==> src/rtl/lut_loader_pkg.sv <==
// rtl/lut_loader_pkg.sv - shared encoder LUT constants and loader state encoding
package lut_loader_pkg;

   localparam int LUT_DATA_WIDTH = 16;
   localparam int LUT_ADDR_WIDTH = 8;

   typedef enum logic [1:0] {
      LDR_IDLE = 2'd0,
      LDR_LOAD = 2'd1,
      LDR_DONE = 2'd2
   } ldr_state_t;

endpackage

==> src/rtl/lut_loader.sv <==
// rtl/lut_loader.sv - run-time loader for the entropy-encoder LUT with checksum verification
module lut_loader
   import lut_loader_pkg::*;
#(
   parameter int DATA_WIDTH = LUT_DATA_WIDTH,
   parameter int ADDR_WIDTH = LUT_ADDR_WIDTH
) (
   input  logic                  clk,
   input  logic                  reset,
   input  logic                  start,
   input  logic                  abort,
   input  logic                  s_valid,
   input  logic [DATA_WIDTH-1:0] s_data,
   output logic                  s_ready,
   input  logic [DATA_WIDTH-1:0] exp_checksum,
   output logic                  wr_en,
   output logic [ADDR_WIDTH-1:0] wr_addr,
   output logic [DATA_WIDTH-1:0] wr_data,
   output logic                  busy,
   output logic                  lut_ready,
   output logic                  chk_err,
   output logic                  overrun,
   output logic [DATA_WIDTH-1:0] checksum
);

   ldr_state_t            state;
   ldr_state_t            state_next;
   logic [ADDR_WIDTH-1:0] cnt;
   logic                  hs;
   logic                  last_hs;
   logic                  enter_load;
   logic [DATA_WIDTH-1:0] sum_next;
   logic                  fin_q;
   logic                  match_q;

   assign s_ready    = (state == LDR_LOAD) && !abort;
   assign busy       = (state == LDR_LOAD);
   assign hs         = s_valid && s_ready;
   assign last_hs    = hs && (cnt == '1);
   assign enter_load = start && !abort && (state != LDR_LOAD);
   assign sum_next   = checksum + s_data;

   always_ff @(posedge clk or posedge reset) begin
      if (reset) begin
         state <= LDR_IDLE;
      end else begin
         state <= state_next;
      end
   end

   always_comb begin
      state_next = state;
      case (state)
         LDR_IDLE: begin
            if (enter_load) state_next = LDR_LOAD;
         end
         LDR_LOAD: begin
            if (abort)        state_next = LDR_IDLE;
            else if (last_hs) state_next = LDR_DONE;
         end
         LDR_DONE: begin
            if (abort)           state_next = LDR_IDLE;
            else if (enter_load) state_next = LDR_LOAD;
         end
         default: state_next = LDR_IDLE;
      endcase
   end

   // Write port: one registered cycle behind the handshake that produced it.
   always_ff @(posedge clk or posedge reset) begin
      if (reset) begin
         wr_en   <= 1'b0;
         wr_addr <= '0;
         wr_data <= '0;
      end else begin
         wr_en <= hs;
         if (hs) begin
            wr_addr <= cnt;
            wr_data <= s_data;
         end
      end
   end

   // The final compare is registered into match_q, then published one cycle later.
   always_ff @(posedge clk or posedge reset) begin
      if (reset) begin
         cnt       <= '0;
         checksum  <= '0;
         lut_ready <= 1'b0;
         chk_err   <= 1'b0;
         fin_q     <= 1'b0;
         match_q   <= 1'b0;
      end else begin
         fin_q <= last_hs;
         if (last_hs) begin
            match_q <= (sum_next == exp_checksum);
         end
         if (abort) begin
            cnt       <= '0;
            lut_ready <= 1'b0;
            chk_err   <= 1'b0;
         end else if (enter_load) begin
            cnt       <= '0;
            checksum  <= '0;
            lut_ready <= 1'b0;
            chk_err   <= 1'b0;
         end else begin
            if (fin_q) begin
               lut_ready <= match_q;
               chk_err   <= !match_q;
            end
            if (hs) begin
               cnt      <= cnt + 1'b1;
               checksum <= sum_next;
            end
         end
      end
   end

   always_ff @(posedge clk or posedge reset) begin
      if (reset) begin
         overrun <= 1'b0;
      end else if (enter_load) begin
         overrun <= 1'b0;
      end else if (s_valid && (state == LDR_DONE)) begin
         overrun <= 1'b1;
      end
   end

endmodule

==> config.mk <==
export PLATFORM = sky130hd
export DESIGN_NAME = lut_loader
export DESIGN_NICKNAME = d
export VERILOG_FILES = /design/src/rtl/lut_loader_pkg.sv /design/src/rtl/lut_loader.sv
export SDC_FILE = /design/constraint.sdc
export NUM_CORES = 1
export LEC_CHECK = 0
export BUFFER_PORTS_ARGS = -buffer_cell sky130_fd_sc_hd__clkbuf_2
export CAP_MARGIN = 25
export CORE_MARGIN = 1
export CORE_UTILIZATION = 40
export DETAILED_ROUTE_END_ITERATION = 12
export HOLD_SLACK_MARGIN = 0.03
export PLACE_DENSITY = 0.61
export SKIP_CTS_REPAIR_TIMING = 1
export SLEW_MARGIN = 20
export SYNTH_ARGS = -nofsm -noshare
export SYNTH_HDL_FRONTEND = slang
export SYNTH_SLANG_ARGS = --single-unit
==> constraint.sdc <==
create_clock -name clk -period 2.69 [get_ports clk]
set_clock_uncertainty 0.15 [all_clocks]
set_input_delay 0 -clock clk [delete_from_list [all_inputs] [get_ports clk]]
set_output_delay 0 -clock clk [all_outputs]
set_load 0.1 [all_outputs]
* Yosys cells after proc, flatten, opt, wreduce, memory -nomap -nowiden *
Index checks and enable logic that the tools add are counted.

operators by class
  add/subtract/negate cells = 2
  multiplexer cells = 18
  reductions and logical operators = 14
  bitwise operators = 1
  equality and inequality tests = 6

operator list
  cell                   count
  $mux W16               2
  $mux W8                3
  $add A16 B16 Y16       1
  $eq A16 B16 Y1         1
  $add A8 B1 Y8 const B  1
  $eq A8 B8 Y1 const B   1
  $mux W1                8
  $mux W2                4
  $logic_and A1 B1 Y1    6
  $pmux W2 S3            1
  $reduce_bool A3 Y1     2
  $reduce_bool A2 Y1     2
  $ne A3 B2 Y1 const B   1
  $eq A2 B1 Y1 const B   1
  $eq A2 B2 Y1 const B   1
  $logic_not A1 Y1       2
  $logic_not A2 Y1       1
  $ne A2 B1 Y1 const B   1
  $reduce_and A2 Y1      1
  $not A1 Y1             1

storage, ports and cells
  output and inout port bits = 46
  register bits after elaboration = 56

* Longest topological paths before layout *
  word-level depth = 7
  gate-level depth with buffers = 11

* Worst setup path after synthesis *
Ideal clock, no wire load.

  path type = flip-flop to flip-flop
  start = reg checksum[0]
  end = reg match_q
  data required time = 2460 ps
  library setup time = 80 ps
  stages on the path, launching flop included = 12
  setup slack = -405 ps
  data arrival time = 2864 ps
  path buffers = 0
  path through = dfrtp_1 > ha_1 > inv_1 > fa_1 > nor2b_1 > o31ai_1 > a21o_1 > xnor3_1 > nand2_1 > nor4_1 > nand4_1 > o22ai_2

between the ends
  cells in the longest elaborated chain, start to end = 2

RTL lines
  element                 line               text
  from (decl)             lut_loader.sv:23   output logic [DATA_WIDTH-1:0] checksum
  from (signal assigned)  lut_loader.sv:114  checksum <= sum_next;
  $add A16 B16 Y16        lut_loader.sv:41   assign sum_next = checksum + s_data;
  $eq A16 B16 Y1          lut_loader.sv:96   match_q <= (sum_next == exp_checksum);
  to (signal assigned)    lut_loader.sv:96
  to (decl)               lut_loader.sv:34   logic match_q;

Every way passes these cells.
A chain may end at the register's enable or synchronous reset.

* Worst setup path after layout *
Same ends and word-level chain as after synthesis.

==> key figures <==
Worst setup path
  – Worst path bufs/invs: 1
  – Maximum cell stage delay along the critical path: about 0.45 ns
  – Max Fanout on Critical Path: 3
  – Number of cells on the worst reg-to-reg path: 11
  – Startpoint-to-endpoint class of the critical path: register to register
  – Destination of the critical timing path: match_q
  – Critical register-to-register path startpoint: checksum[0]
  – Data required time at the worst endpoint: 2.78 ns
  – FF-to-FF setup slack: 0.08 ns
  – Top Family by Delay on Critical Path: compound AO/OA/AOI/OAI gates
  – Crit. Startpoint: checksum[0]
  – Levels on crit path: 11
  – Crit path cell chain: ha_4 > inv_2 > fa_2 > nor2b_4 > o31a_1 > o21ai_2 > nand3_1 > a21o_1 > a31oi_4 > xnor3_1 > o22ai_2
  – Worst reg2reg path endpoint: match_q
  – Critical Path Start Type: register
  – Worst endpoint data arrival time: 2.70 ns
  – Library cell contributing the largest single delay on the critical path: sky130_fd_sc_hd__dfrtp_2
  – Endpoint class of the critical path: register

Synth
  – Leading post-synthesis cells by instance count: 100 x sky130_fd_sc_hd__nand2_1, 56 x sky130_fd_sc_hd__dfrtp_1, 25 x sky130_fd_sc_hd__nor2_1, 21 x sky130_fd_sc_hd__o21ai_0, 19 x sky130_fd_sc_hd__inv_1
  – Register area share after synthesis: 40.1%
  – FF+latch count, synth: 56
  – Average cell area after synthesis: 8.74 µm²
  – Summed instance area of the synthesized netlist: around 3500 µm²
  – Count of mapped cells out of synthesis: 400
  – Most area-hungry cell type in the Yosys netlist: sky130_fd_sc_hd__dfrtp_1
  – Fraction of registers with async set/reset: 100%
  – Yosys top cell area share: 40.1%
  – Count of different cell masters after synthesis: between 50 and 60
  – Ys flop type: sky130_fd_sc_hd__dfrtp_1
  – Leading post-synthesis cells by cell area: sky130_fd_sc_hd__dfrtp_1 40%, sky130_fd_sc_hd__nand2_1 11%, sky130_fd_sc_hd__ha_1 5.7%
  – Synth warnings: 0
  – Number of nets in the synthesized netlist: 454
  – Number of enable flip-flop cells after synthesis: 0
  – Cell with the most instances after synthesis: sky130_fd_sc_hd__nand2_1

Layout
  – Final net count: 561
  – Area Growth Syn to Fin: 32.5%
  – Count of placed standard cells in the final layout, fillers left out: 613
  – Share of final-layout standard cells stronger than drive strength 1: 30.9%
  – Filler cell count: 791
  – Antenna cells: 0

Power and ir drop
  – Leakage component of the power: 2.26 nW
  – Highest ir drop seen on vdd: 0.000574 V
  – Ratio of total power to cell area: 763 nW/µm²

STA
  – Count of pins over their slew limit: 0
  – Crit share post-route: 97.0%
  – Final-layout setup total negative slack: 0 ns
  – Min cycle time layout: 2.61 ns
  – Worst-case setup margin in the final layout: 0.0802 ns
  – Slew Limit Headroom: 53.5%
  – Final Hold Fails: 0
  – Max Freq: 0.383 GHz
  – RSZ-0062 raised after global routing: true
  – Number of setup violations in the final report: 0
  – Actual slew at the worst max-slew pin: 0.689 ns

Drt
  – Router iterations before antenna repair: 4
  – Mean number of vias per cell: 5.26
  – Remaining routing DRC violations: 0
  – Drt first-iter violations: 97
  – WL final: 9340 µm
  – Number of vias after detailed routing: 3226
  – Antenna-violating nets left: 0
  – Wire length per cell after detailed routing: about 15 µm

Place
  – Half-perimeter wire length after detailed placement: 6610 µm
  – Weighted congestion reported at the end of routability-driven placement: roughly 0.85
  – DP Cell Count: slightly below 600
  – Port Buffers: 82
  – Placement Setup Slack: -0.0315 ns

Global routing
  – Total routing usage reported by global routing: between 20% and 30%
  – Aggregate global routing overflow: 0
  – Pin count of the biggest net entering global routing: 37
  – Initial antenna violation count: 0
  – Wire length of the first global-routing pass: 14400 µm
  – Vias in the first global route: 2933

Die
  – Die outline area: just over 9000 µm²
  – Die Width: roughly 96 µm
  – Number of I/O pins: 83
  – Starting density of the core: 41.9%
  – Standard-cell rows: 33
  – Die extent in y: around 96 µm
  – Floorplan Core Area: 8340 µm²

CTS
  – Clock-pin slew reported for the worst setup and hold paths after clock tree synthesis: approximately 0.11 ns
  – TritonCTS clock tree: built
  – Number of H-tree branching levels: 2
  – Number of buffers inserted during clock tree synthesis: 5
  – Root Driver: sky130_fd_sc_hd__clkbuf_8
  – Maximum buffer depth of the clock tree: 2
  – Clock sink count: 56
  – Worst-Skew Late Latency: around 0.32 ns

Worst hold path
  – Type of the tightest min-delay check: primary input to register

Run status
  – Outcome: complete, no violations

Run
  – Count of max-cap constraint violations: 0
[power breakdown]
group          internal, mW  switching, mW  leakage [nW]
Sequential            0.952         0.0844         0.724
Combinational         0.590           1.41          1.49
Clock                 0.186          0.312        0.0445
[worst register-to-register path: cells and delay by family (launching register included)]
family	cells	cell delay (ns)
XOR/XNOR	1	0.25
flip-flops	1	0.45
buffers and inverters	1	0.06
AND/OR/NAND/NOR	2	0.18
AO/OA/AOI/OAI	5	1.02
adder cells (fa/ha/maj)	2	0.44
[through the flow]
step                power, mW  area [µm²]  hold slack [ns]  util [%]
finish                   3.54        4630           0.0220      55.6
global route             3.73        4630           0.0595      55.6
CTS                      3.40        4230           -0.434      50.7
detailed placement       2.90        4140          -0.0749      49.6
global placement         2.89        4140          -0.0886      49.6
floorplan                2.55        3620          -0.0869         -
[registers in the layout, indices dropped and copies added, names as in the netlist]
name / cells
wr_data: 16
cnt: 8
checksum: 16
lut_ready: 1
state: 2
overrun: 1
match_q: 1
fin_q: 1
wr_addr: 8
wr_en: 1
chk_err: 1
[placed cells by master (no fill, tap or decap), drive strengths merged, types with 4 or more instances in the layout]
cell type,n
nand2,100
clkbuf,87
dfrtp,56
o21ai,26
nor2,25
dlygate4sd3,23
inv,20
ha,16
buf,13
xnor2,13
xor2,12
a21oi,9
a211oi,8
a21o,7
nand3,6
o21a,5
nand2b,5
nand4,5
nor3,5
xnor3,4
a22o,4
nor2b,4
nor4,4
[routing by layer]
metal	share of wire (%)	GRT usage, %	vias up
li1	-	-	1592
met1	48	29.2	1534
met2	45	32.4	88
met3	4.3	3.59	12
met4	1.9	6.47	0
met5	0	0	-
[area by class of cell]
type	count	area (µm²)	area share [%]
Multi-Input combinational cell	306	2180	47.0
Tap cell	105	131	2.83
Clock buffer	5	68.8	1.48
Clock inverter	3	21.3	0.459
Sequential cell	56	1420	30.6
Inverter	20	80.1	1.73
Timing Repair Buffer	118	738	15.9
[logic make-up (layout without fill, tap and decap cells)]
logic type      Yosys count  after routing  synth area share (%)
fa+ha+maj                17             17                  6.30
xor+xnor                 29             29                  8.84
compound gates           83             83                  16.0
mux                       4              4                  1.18
buf+inv                  38            146                  4.54
flops                    56             56                  40.1
simple gates            173            173                  23.1
[worst min path at each step]
stage                           from    endpoint  slack, ns  depth (start not counted)
floorplan                      abort    state[1]      -0.09                          1
global placement               reset  wr_data[0]      -0.09                          2
detailed placement             reset  wr_data[1]      -0.07                          2
CTS                            reset  wr_data[0]      -0.43                          2
global route        exp_checksum[11]     match_q       0.06                          5
finish               exp_checksum[9]     match_q       0.02                          5
No activity file was read; power rests on OpenSTA's default activity.
